==> src/rtl/maxpool_stage.sv <==
// maxpool_stage: streaming 2x2 max pooling over a WxW conv feature map
// delivered in raster order, with optional ReLU on the pooled result.
module maxpool_stage #(
    parameter int N          = 4,
    parameter int DATA_WIDTH = 16,
    parameter int K_SIZE     = 3,
    parameter int RELU_EN    = 1
) (
    input  logic                  clk,
    input  logic                  rst,
    input  logic [DATA_WIDTH-1:0] data_i,
    input  logic                  valid_i,
    input  logic                  running_i,
    output logic [DATA_WIDTH-1:0] data_o,
    output logic                  valid_o,
    output logic                  done_o,
    output logic                  err_o
);
    localparam int W  = N - K_SIZE + 1;
    localparam int PW = W / 2;
    // Buffer is rounded up to a power of two so the index is exactly AW bits.
    localparam int AW = (PW > 1) ? $clog2(PW) : 1;
    localparam logic [15:0] COL_LAST = 16'(W - 1);
    localparam logic [15:0] CNT_LAST = 16'(W * W - 1);
    localparam logic [15:0] PW2      = 16'(2 * PW);

    typedef enum logic [1:0] {IDLE, ACTIVE, DONE} state_t;

    state_t                state, state_n;
    logic [15:0]           col, row, cnt;
    logic [DATA_WIDTH-1:0] h;
    logic [DATA_WIDTH-1:0] line_buf [0:(1<<AW)-1];
    logic [AW-1:0]         bidx;
    logic [DATA_WIDTH-1:0] hmax, bval, pooled, result;
    logic                  accept, abort, last;

    // Acceptance, abort and end-of-frame qualifiers.
    always_comb begin
        accept = valid_i && running_i && (state == ACTIVE || state == IDLE);
        abort  = (state == ACTIVE) && !running_i;
        last   = accept && (cnt == CNT_LAST);
    end

    // Horizontal max, vertical max against the line buffer, optional ReLU.
    always_comb begin
        bidx   = col[AW:1];
        hmax   = ($signed(data_i) > $signed(h)) ? data_i : h;
        bval   = line_buf[bidx];
        pooled = ($signed(hmax) > $signed(bval)) ? hmax : bval;
        result = (RELU_EN != 0 && pooled[DATA_WIDTH-1]) ? '0 : pooled;
    end

    // State register.
    always_ff @(posedge clk) begin
        if (rst) state <= IDLE;
        else     state <= state_n;
    end

    // Next-state logic; done_o is a Moore output of the DONE state.
    always_comb begin
        state_n = state;
        done_o  = 1'b0;
        case (state)
            IDLE:    if (running_i) state_n = last ? DONE : ACTIVE;
            ACTIVE: begin
                if (!running_i) state_n = IDLE;
                else if (last)  state_n = DONE;
            end
            DONE: begin
                done_o  = 1'b1;
                state_n = IDLE;
            end
            default: state_n = IDLE;
        endcase
    end

    // Position counters, horizontal register and registered pooled output.
    always_ff @(posedge clk) begin
        if (rst) begin
            col     <= '0;
            row     <= '0;
            cnt     <= '0;
            h       <= '0;
            data_o  <= '0;
            valid_o <= 1'b0;
            err_o   <= 1'b0;
        end else begin
            valid_o <= 1'b0;
            err_o   <= abort;
            if (accept) begin
                if (!col[0] && col < PW2) h <= data_i;
                // Odd col/row are always inside the pooled region.
                if (col[0] && row[0]) begin
                    data_o  <= result;
                    valid_o <= 1'b1;
                end
                cnt <= cnt + 16'd1;
                if (col == COL_LAST) begin
                    col <= '0;
                    row <= row + 16'd1;
                end else begin
                    col <= col + 16'd1;
                end
            end
            // Frame ended or abandoned: next frame starts from a clean origin.
            if (abort || last) begin
                col <= '0;
                row <= '0;
                cnt <= '0;
                h   <= '0;
            end
        end
    end

    // Line buffer holds the even-row horizontal maxima; no reset needed.
    always_ff @(posedge clk) begin
        if (!rst && accept && col[0] && !row[0] && row < PW2)
            line_buf[bidx] <= hmax;
    end
endmodule
==> config.mk <==
export PLATFORM = sky130hd
export DESIGN_NAME = maxpool_stage
export DESIGN_NICKNAME = d
export VERILOG_FILES = /design/src/rtl/maxpool_stage.sv
export SDC_FILE = /design/constraint.sdc
export NUM_CORES = 1
export LEC_CHECK = 0
export BUFFER_PORTS_ARGS = -buffer_cell sky130_fd_sc_hd__buf_2
export CORE_MARGIN = 5
export CORE_UTILIZATION = 61
export DETAILED_ROUTE_END_ITERATION = 16
export GPL_TIMING_DRIVEN = 0
export PLACE_DENSITY = 0.8
export SLEW_MARGIN = 30
export SYNTH_ARGS = -nofsm -noshare
export SYNTH_HDL_FRONTEND = slang
export SYNTH_SLANG_ARGS = --single-unit
==> constraint.sdc <==
create_clock -name clk -period 6.23 [get_ports clk]
set_clock_uncertainty 0.15 [all_clocks]
set_input_delay 1.869 -clock clk [delete_from_list [all_inputs] [get_ports clk]]
set_output_delay 1.869 -clock clk [all_outputs]
set_load 0.02 [all_outputs]
# [After elaboration in Yosys (flattened, before gate mapping)]
# Memory sizes are Yosys's and may differ from the RTL's. A register that Yosys moved wholly into a read port is not among the register bits.
# Index checks and enable logic that the tools add are counted.
[classes] n_addsub=3 order_cmp=4 eq_ne=6 mux=15 bitwise=1 reduce_logical=23
[op_table] cell="$add 16x1->16 const B" count=3
[op_table] cell="$mux 16" count=3
[op_table] cell="$gt 16x16->1" count=2
[op_table] cell="$lt 16x2->1 const B" count=2
[op_table] cell="$eq 16x1->1 const B" count=1
[op_table] cell="$eq 16x2->1 const B" count=1
[op_table] cell="$mux 15" count=1
[op_table] cell="$logic_and 1x1->1" count=10
[op_table] cell="$mux 2" count=4
[op_table] cell="$reduce_and 2->1" count=4
[op_table] cell="$mux 1" count=6
[op_table] cell="$logic_not 1->1" count=4
[op_table] cell="$pmux 2 s2" count=1
[op_table] cell="$reduce_or 2->1" count=2
[op_table] cell="$ne 3x3->1 const B" count=1
[op_table] cell="$eq 2x1->1 const B" count=1
[op_table] cell="$eq 2x2->1 const B" count=1
[op_table] cell="$logic_not 2->1" count=1
[op_table] cell="$logic_or 1x1->1" count=2
[op_table] cell="$ne 2x2->1 const B" count=1
[op_table] cell="$not 1->1" count=1
[word_totals] ff_bits=84 ram_bits=32 inputBits=20 output_inout_bits=19 word_cells=61 n_memories=1
[mem_list] memory="line_buf" words=2 width=16 rd=1 rd_clocked_by_memory_dff=1 wr=1 line="32" text="logic [DATA_WIDTH-1:0] line_buf [0:(1<<AW)-1];"

# [Longest topological paths before layout]
# Gate-level depths: netlist (run 1).
[depth] depth_word=9 mapped_depth=19

# [Least setup slack after synthesis (run 1)]
# No wires, ideal clock.
[synth_timing] path_kind="in2reg" start="input port data_i[14]" end="register data_o[1]" setup_time_ns=0.120 arrival_ns=5.462 required_time_ns=5.960 setup_slack_ns=0.499 stages=17 cell_sequence="ha_1 nand4_1 or2_2 a21oi_1 o21a_1 buf_6 buf_6 mux2_2 ha_1 nand4_1 nor4_1 nand3_1 a221o_1 and4_1 buf_6 o21a_1 o31a_1"
[synth_via] elab_chain_cells=5
[synth_rtl] element="start: declaration" line="11" text="input logic [DATA_WIDTH-1:0] data_i,"
[synth_rtl] element="$gt 16x16->1" line="47" text="hmax = ($signed(data_i) > $signed(h)) ? data_i : h;"
[synth_rtl] element="$mux 16" line="47"
[synth_rtl] element="named net hmax[10]" line="34" text="logic [DATA_WIDTH-1:0] hmax, bval, pooled, result;"
[synth_rtl] element="$gt 16x16->1" line="49" text="pooled = ($signed(hmax) > $signed(bval)) ? hmax : bval;"
[synth_rtl] element="$mux 16" line="49"
[synth_rtl] element="$mux 15" line="50" text="result = (RELU_EN != 0 && pooled[DATA_WIDTH-1]) ? '0 : pooled;"
[synth_rtl] element="end signal: assignment" line="94" text="data_o <= result;"
[synth_rtl] element="end: declaration" line="14" text="output logic [DATA_WIDTH-1:0] data_o,"
# The timed path passes the listed nets, and every way through them passes these cells.
# A chain may end at the register's enable or synchronous reset.

# [Final worst setup path (run 1)]
[layout_timing] start="input port data_i[7]" end="register data_o[1]"
# Same word-level chain as after synthesis.

==> impl_metrics.toml, run 1 <==
[detailed_routing]
vias = 4750
wirelength_um = 13000
routedWlPerCell_um = 16.1
drcViolationCount = 0
vias_per_cell = 5.86
dr.pass1.iters = 5
ant_nets = 0
drt_iter0_drc = 179

[layout]
fin_nets = 723
syn_to_final_growth_pct = 15.9
fill_cells = 671
layout-drive-gt1-share_pct = 15.6
antenna_cells = 0

[power_and_ir_drop]
power.static_leakage_uw = 0.00258
powerDensity_mw_per_mm2 = 276
ir_worst_vdd_uv = 195

[logic_synthesis]
synth.distinct_cells = 57
synth_compound_area_share_pct = 11.1
yosysSeqAreaShare_pct = 45.3
synthTopCellsByCount = "84 x dfxtp_1, 76 x nand2_1, 62 x nor2_1"
synth_adder_area_share_pct = 7.50
synth_xor_area_share_pct = 6.00
synth_top_cell_area_share_pct = 28.8
synth_area_mm2 = 0.00584
synth_most_common_cell = "dfxtp_1"
ys_ff_latch = 116
synthSimpleGateAreaFrac_pct = 19.6
synth_top_area_cell = "dfxtp_1"
async_flop_share_pct = 0
synth.area.top_cells = "dfxtp_1 29%, edfxtp_1 16%, ha_1 7.5%"
synthMuxAreaShare_pct = 5.98
syn-num-nets = 666
synth_edf_count = 32
yosys_warnings = 0
avgSynthCellArea_um2 = 9.55
synth_top_flop_cell = "dfxtp_1"
synth_top_family_by_area = "simple AND/OR/NAND/NOR gates"
synth_cells = 611

[floorplanning]
start_util_pct = 62.9
dieArea_mm2 = 0.0116
num_io_pins = 39
rows = 35
die_w_um = 108
core_mm2 = 0.00928
fp.dieH_um = 108

[hold_path]
hold-path-endpoint = "err_o$_SDFF_PP0_"
hold_path.class = "reg -> reg"
hp-start = "state[0]$_SDFFE_PP0P_"
holdPathStages = 2

[clock_network]
numCtsBuffers = 17
clock_sinks = 116
cts_hold_buffers = 0
worstSkewPairLatency_ns = 0.51
path_clk_slew_ns = 0.05
cts_tree = "yes"
cts_max_path_buffers = 2
htree_levels = 4
cts-root-buf = "clkbuf_8"

[sta]
hold_viol = 0
fin_ws_ns = 0.282
maxSlewHeadroom_pct = 40.1
finalCriticalPeriod_ns = 5.95
finalSetupViolCount = 0
drv_slew = 0
hold_slack_ns = 0.307
tightestPinTransition_ns = 0.874
fin_crit_sh_pct = 95.5
fmax_ghz = 0.168
setup-tns-final_ns = 0
grt_setup_unrepaired = "false"

[grt]
antenna_found_initial = 0
grt_pass1_vias = 4742
grt_max_degree = 17
gr-total-overflow = 0
grt_pass1_wl_um = 21700
track_usage_pct = 23.6

[critical_path]
crit_type = "in -> reg"
r2r_setup_slack_ns = 1.33
cp.buffers_inverters = 5
reg2reg_from = "h[1]$_SDFFE_PP0P_"
worstPathCellList = "buf_2, ha_1, nand4_1, o221a_2, a21oi_2, o21a_1, buf_6, buf_6, mux2i_1, inv_1, ha_1, nand4_1, or4_1, nor2_1, o2111ai_1, and4_1, buf_6, o21a_1, o31a_1"
cp_slowest_cell = "or4_1"
required_ns = 6.48
cp_top_family = "simple AND/OR/NAND/NOR gates"
reg2reg_to = "data_o[1]$_SDFFE_PP0P_"
worstRegToRegCells = 19
cp_max_fo = 10
cp.arrival_ns = 6.20
max_stage_delay_ns = 0.57
critPathLaunchType = "input port"
endpoint_kind = "register"
cp_common_cell = "buf_6"

[place]
hpwl_um = 9390
io_buffers = 37
dpl_worst_slack_ns = -0.518
gp_congestion = 0.912

[outcome]
status = "complete, no violations"

[run]
max_cap_viol_count = 0
[metal layers]
| metal | part of all wire (%) | track usage, % | vias to the layer above |
|---|---|---|---|
| li1 | - | - | 2308 |
| met5 | 0 | 0 | - |
| met2 | 51 | 41.5 | 156 |
| met3 | 5.9 | 5.94 | 38 |
| met1 | 41 | 27.2 | 2248 |
| met4 | 2.3 | 9.92 | 0 |
[power by group]
group / total [uW] / switching (uW) / internal (uW) / leakage, uW
sequential: 795 / 7.30 / 788 / 0.000969
clock: 882 / 324 / 559 / 0.000271
combinational: 191 / 119 / 71.6 / 0.00134
total: 1870 / 450 / 1420 / 0.00258
[tightest hold or removal path: stages (launching register included)]
cell and delay [ns]:
dfxtp_1 0.31, nand2_1 0.07, nor2_1 0.04
[layout make-up]
class / instances / area [um2] / share of cell area, %
inverters: 39 / 146 / 2.16
multi-input cells: 435 / 2960 / 43.8
clock inverters: 9 / 75.1 / 1.11
plain buffers: 21 / 114 / 1.68
well taps: 129 / 161 / 2.39
flip-flops and latches: 116 / 2640 / 39.1
clock buffers: 23 / 468 / 6.92
repair buffers: 38 / 193 / 2.85
[through the flow]
step / cell area [um2] / utilization [%] / std cells / total power (uW)
5_1_grt: 6760 / 72.9 / 810 / 1940
4_1_cts: 6730 / 72.5 / 809 / 1870
6_report: 6760 / 72.9 / 810 / 1870
2_1_floorplan: 5840 / - / 611 / 938
3_5_place_dp: 6190 / 66.7 / 777 / 990
3_3_place_gp: 6180 / 66.6 / 777 / 985
[placed cells by master, fill, tap and decap left out, types with 16 or more instances in the layout]
cell        n
nand2_1    76
xor2_1     30
clkbuf_16  17
o211ai_1   16
dfxtp_1    84
nor2_1     62
a21oi_1    29
mux2i_1    16
buf_2      40
nand3_1    16
nand4_1    29
ha_1       35
inv_1      39
edfxtp_1   32
[how the worst max path moves through the flow]
stage,to,cells after the start,startpoint
after floorplan,data_o[1]$_SDFFE_PP0P_,17,data_i[14]
after global placement,data_o[0]$_SDFFE_PP0P_,18,data_i[14]
after detailed placement,data_o[8]$_SDFFE_PP0P_,18,data_i[14]
after CTS,data_o[0]$_SDFFE_PP0P_,18,data_i[14]
after global routing,data_o[1]$_SDFFE_PP0P_,19,data_i[15]
final,data_o[1]$_SDFFE_PP0P_,19,data_i[7]
[logic make-up (layout without fill, tap and decap cells)]
kind of cell / count (synthesis) / count (layout)
muxes: 33 / 33
adders and majority gates: 35 / 35
xor gates and xnor gates: 40 / 40
DFF: 116 / 116
and+or+nand+nor: 235 / 235
AOI/OAI and AO/OA: 91 / 91
buffers and inverters: 60 / 130
other: 1 / 1
[sequential cells by signal, summed over array words and instances (netlist names), named ones only]
register / flops
cnt: 16
col: 16
data_o: 15
err_o: 1
h: 16
line_buf: 32
row: 16
state: 2
valid_o: 1
[timing repair]
action	4_1_cts	5_1_grt
resized for setup	1	6
hold endpoints to repair	0	0
buffers inserted	0	1
pin swaps	0	2
setup endpoints to repair	6	15
(Power assumes the default switching activity.)
==> run 2, diff against run 1 <==
--- a/config.mk
+++ b/config.mk
@@ -10,7 +10,7 @@
 export CORE_UTILIZATION = 61
 export DETAILED_ROUTE_END_ITERATION = 16
 export GPL_TIMING_DRIVEN = 0
-export PLACE_DENSITY = 0.8
+export PLACE_DENSITY = 0.76
 export SLEW_MARGIN = 30
 export SYNTH_ARGS = -nofsm -noshare
 export SYNTH_HDL_FRONTEND = slang
==> run 2 against run 1 <==
Compared with the run above:
- non-clock buffer count up 2
- first-iteration DRC count up 46%
- largest cell class unchanged
- clock power about the same
- hold slack better by 0.0088 ns
- sequential cell count unchanged
- fmax about the same
- register-to-register slack about the same
- cell count up 0.12%
- largest power group unchanged
- via count down 2.6%
==> impl_metrics.toml, run 2 (synthesized netlist as in run 1, its figures left out) <==
[hold_path]
holdPathStages = 2
hold_path.class = "reg -> reg"

[clock_network]
numCtsBuffers = 17
clock_sinks = 116
cts-root-buf = "clkbuf_8"
path_clk_slew_ns = 0.05
worstSkewPairLatency_ns = 0.52
htree_levels = 4
cts_tree = "yes"
cts_hold_buffers = 0
cts_max_path_buffers = 2

[layout]
fin_nets = 725
layout-drive-gt1-share_pct = 16.1
final_cell_mix = "84 x dfxtp_1, 76 x nand2_1, 62 x nor2_1"
fin_cells = 811
syn_to_final_growth_pct = 16.3
largest-register = "line_buf"
antenna_cells = 0
fill_cells = 711
final_util_pct = 73.1
largest_reg_flops = 32
final_common_cell = "dfxtp_1"

[outcome]
status = "complete, no violations"

[detailed_routing]
vias_per_cell = 5.70
routedWlPerCell_um = 16.3
drcViolationCount = 0
drt_iter0_drc = 261
dr.pass1.iters = 5
ant_nets = 0
vias = 4625
wirelength_um = 13200

[critical_path]
cp_max_fo = 10
worstPathCellList = "buf_2, ha_1, nand4_1, nor4_2, a32oi_1, o21a_1, buf_6, buf_6, mux2_2, ha_1, nand4_1, nor4_2, nand3_1, a221o_1, and4_1, buf_6, o21a_1, o31a_1"
required_ns = 6.48
cp_common_cell = "buf_6"
cp.arrival_ns = 6.20
worstRegToRegCells = 18
critPathLaunchType = "input port"
cp_slowest_cell = "nor4_2"
crit_type = "in -> reg"
endpoint_kind = "register"
max_stage_delay_ns = 0.42

[floorplanning]
rows = 35
die_w_um = 108
num_io_pins = 39
start_util_pct = 62.9
dieArea_mm2 = 0.0116
fp.dieH_um = 108
core_mm2 = 0.00928

[sta]
fmax_ghz = 0.168
setup-tns-final_ns = 0
hold_viol = 0
maxSlewHeadroom_pct = 37.6
finalCriticalPeriod_ns = 5.95
grt_setup_unrepaired = "false"
drv_slew = 0
finalSetupViolCount = 0
fin_crit_sh_pct = 95.5
fin_ws_ns = 0.278
tightestPinTransition_ns = 0.910

[grt]
grt_max_degree = 17
grt_pass1_wl_um = 22000
grt_pass1_vias = 4581
track_usage_pct = 24.0
gr-total-overflow = 0
antenna_found_initial = 0

[place]
dpl_worst_slack_ns = -0.524
placedCellCount = 777
gp_congestion = 0.892
io_buffers = 37
hpwl_um = 9260

[power_and_ir_drop]
powerDensity_mw_per_mm2 = 276
ir_worst_vdd_uv = 175
power.static_leakage_uw = 0.00259

[run]
max_cap_viol_count = 0
==> run 2: cell types whose count changed in the layout (fill, tap and decap cells not counted), moves of 2 or more <==
cell      delta
buf_4        +2
clkbuf_1     -2
clkinv_2     -2
clkinv_4     +4
inv_4        -2
==> run 2: per-stage QoR <==
step / hold WS [ns] / cell area, um2 / power [uW]
after floorplan: 0.273 / 5840 / 938
after global placement: 0.292 / 6180 / 986
after detailed placement: 0.308 / 6180 / 992
after CTS: 0.319 / 6740 / 1870
after global routing: 0.338 / 6790 / 1950
final: 0.315 / 6790 / 1870
==> run 2: timing repair <==
action / in CTS / in global routing
pin swaps: 0 / 1
endpoints found under the setup margin: 10 / 15
resized for setup: 2 / 6
buffers inserted: 0 / 3
==> run 2: area by class of cell <==
class / count / area [um2] / share of cell area [%]
inverters: 39 / 146 / 2.16
multi-input cells: 435 / 2970 / 43.8
well taps: 129 / 161 / 2.38
repair buffers: 40 / 208 / 3.06
plain buffers: 21 / 114 / 1.68
clock buffers: 21 / 472 / 6.95
flip-flops and latches: 116 / 2640 / 38.9
clock inverters: 10 / 73.8 / 1.09
==> run 2: final timing paths <==
path                      start                endpoint  slack (ns)
max                   data_i[6]  data_o[1]$_SDFFE_PP0P_        0.28
min reg2reg  h[10]$_SDFFE_PP0P_      h[10]$_SDFFE_PP0P_        0.32
max reg2reg   h[1]$_SDFFE_PP0P_  data_o[1]$_SDFFE_PP0P_        1.34
min          h[10]$_SDFFE_PP0P_      h[10]$_SDFFE_PP0P_        0.32
==> run 2: routing by layer <==
layer | routed length (um) | vias up | GRT usage, %
met5 | 0 | - | 0
met4 | 241 | 0 | 7.75
met3 | 675 | 25 | 5.34
met2 | 6610 | 127 | 42.2
met1 | 5680 | 2164 | 29.1
li1 | - | 2309 | -
==> run 2: power by group <==
group          internal [uW]  leakage (uW)  switching, uW  total (uW)
registers                787      0.000969           7.36         795
logic                   74.8       0.00135            122         197
clock network            534      0.000264            344         879
total                   1400       0.00259            474        1870
==> run 2: critical path, delay by kind of cell <==
kind                     cells  cell delay (ns)
AND/OR/NAND/NOR              6             1.30
AO/OA/AOI/OAI                5             1.29
buffers and inverters        4             0.68
adder cells (fa/ha/maj)      2             0.65
multiplexers                 1             0.41
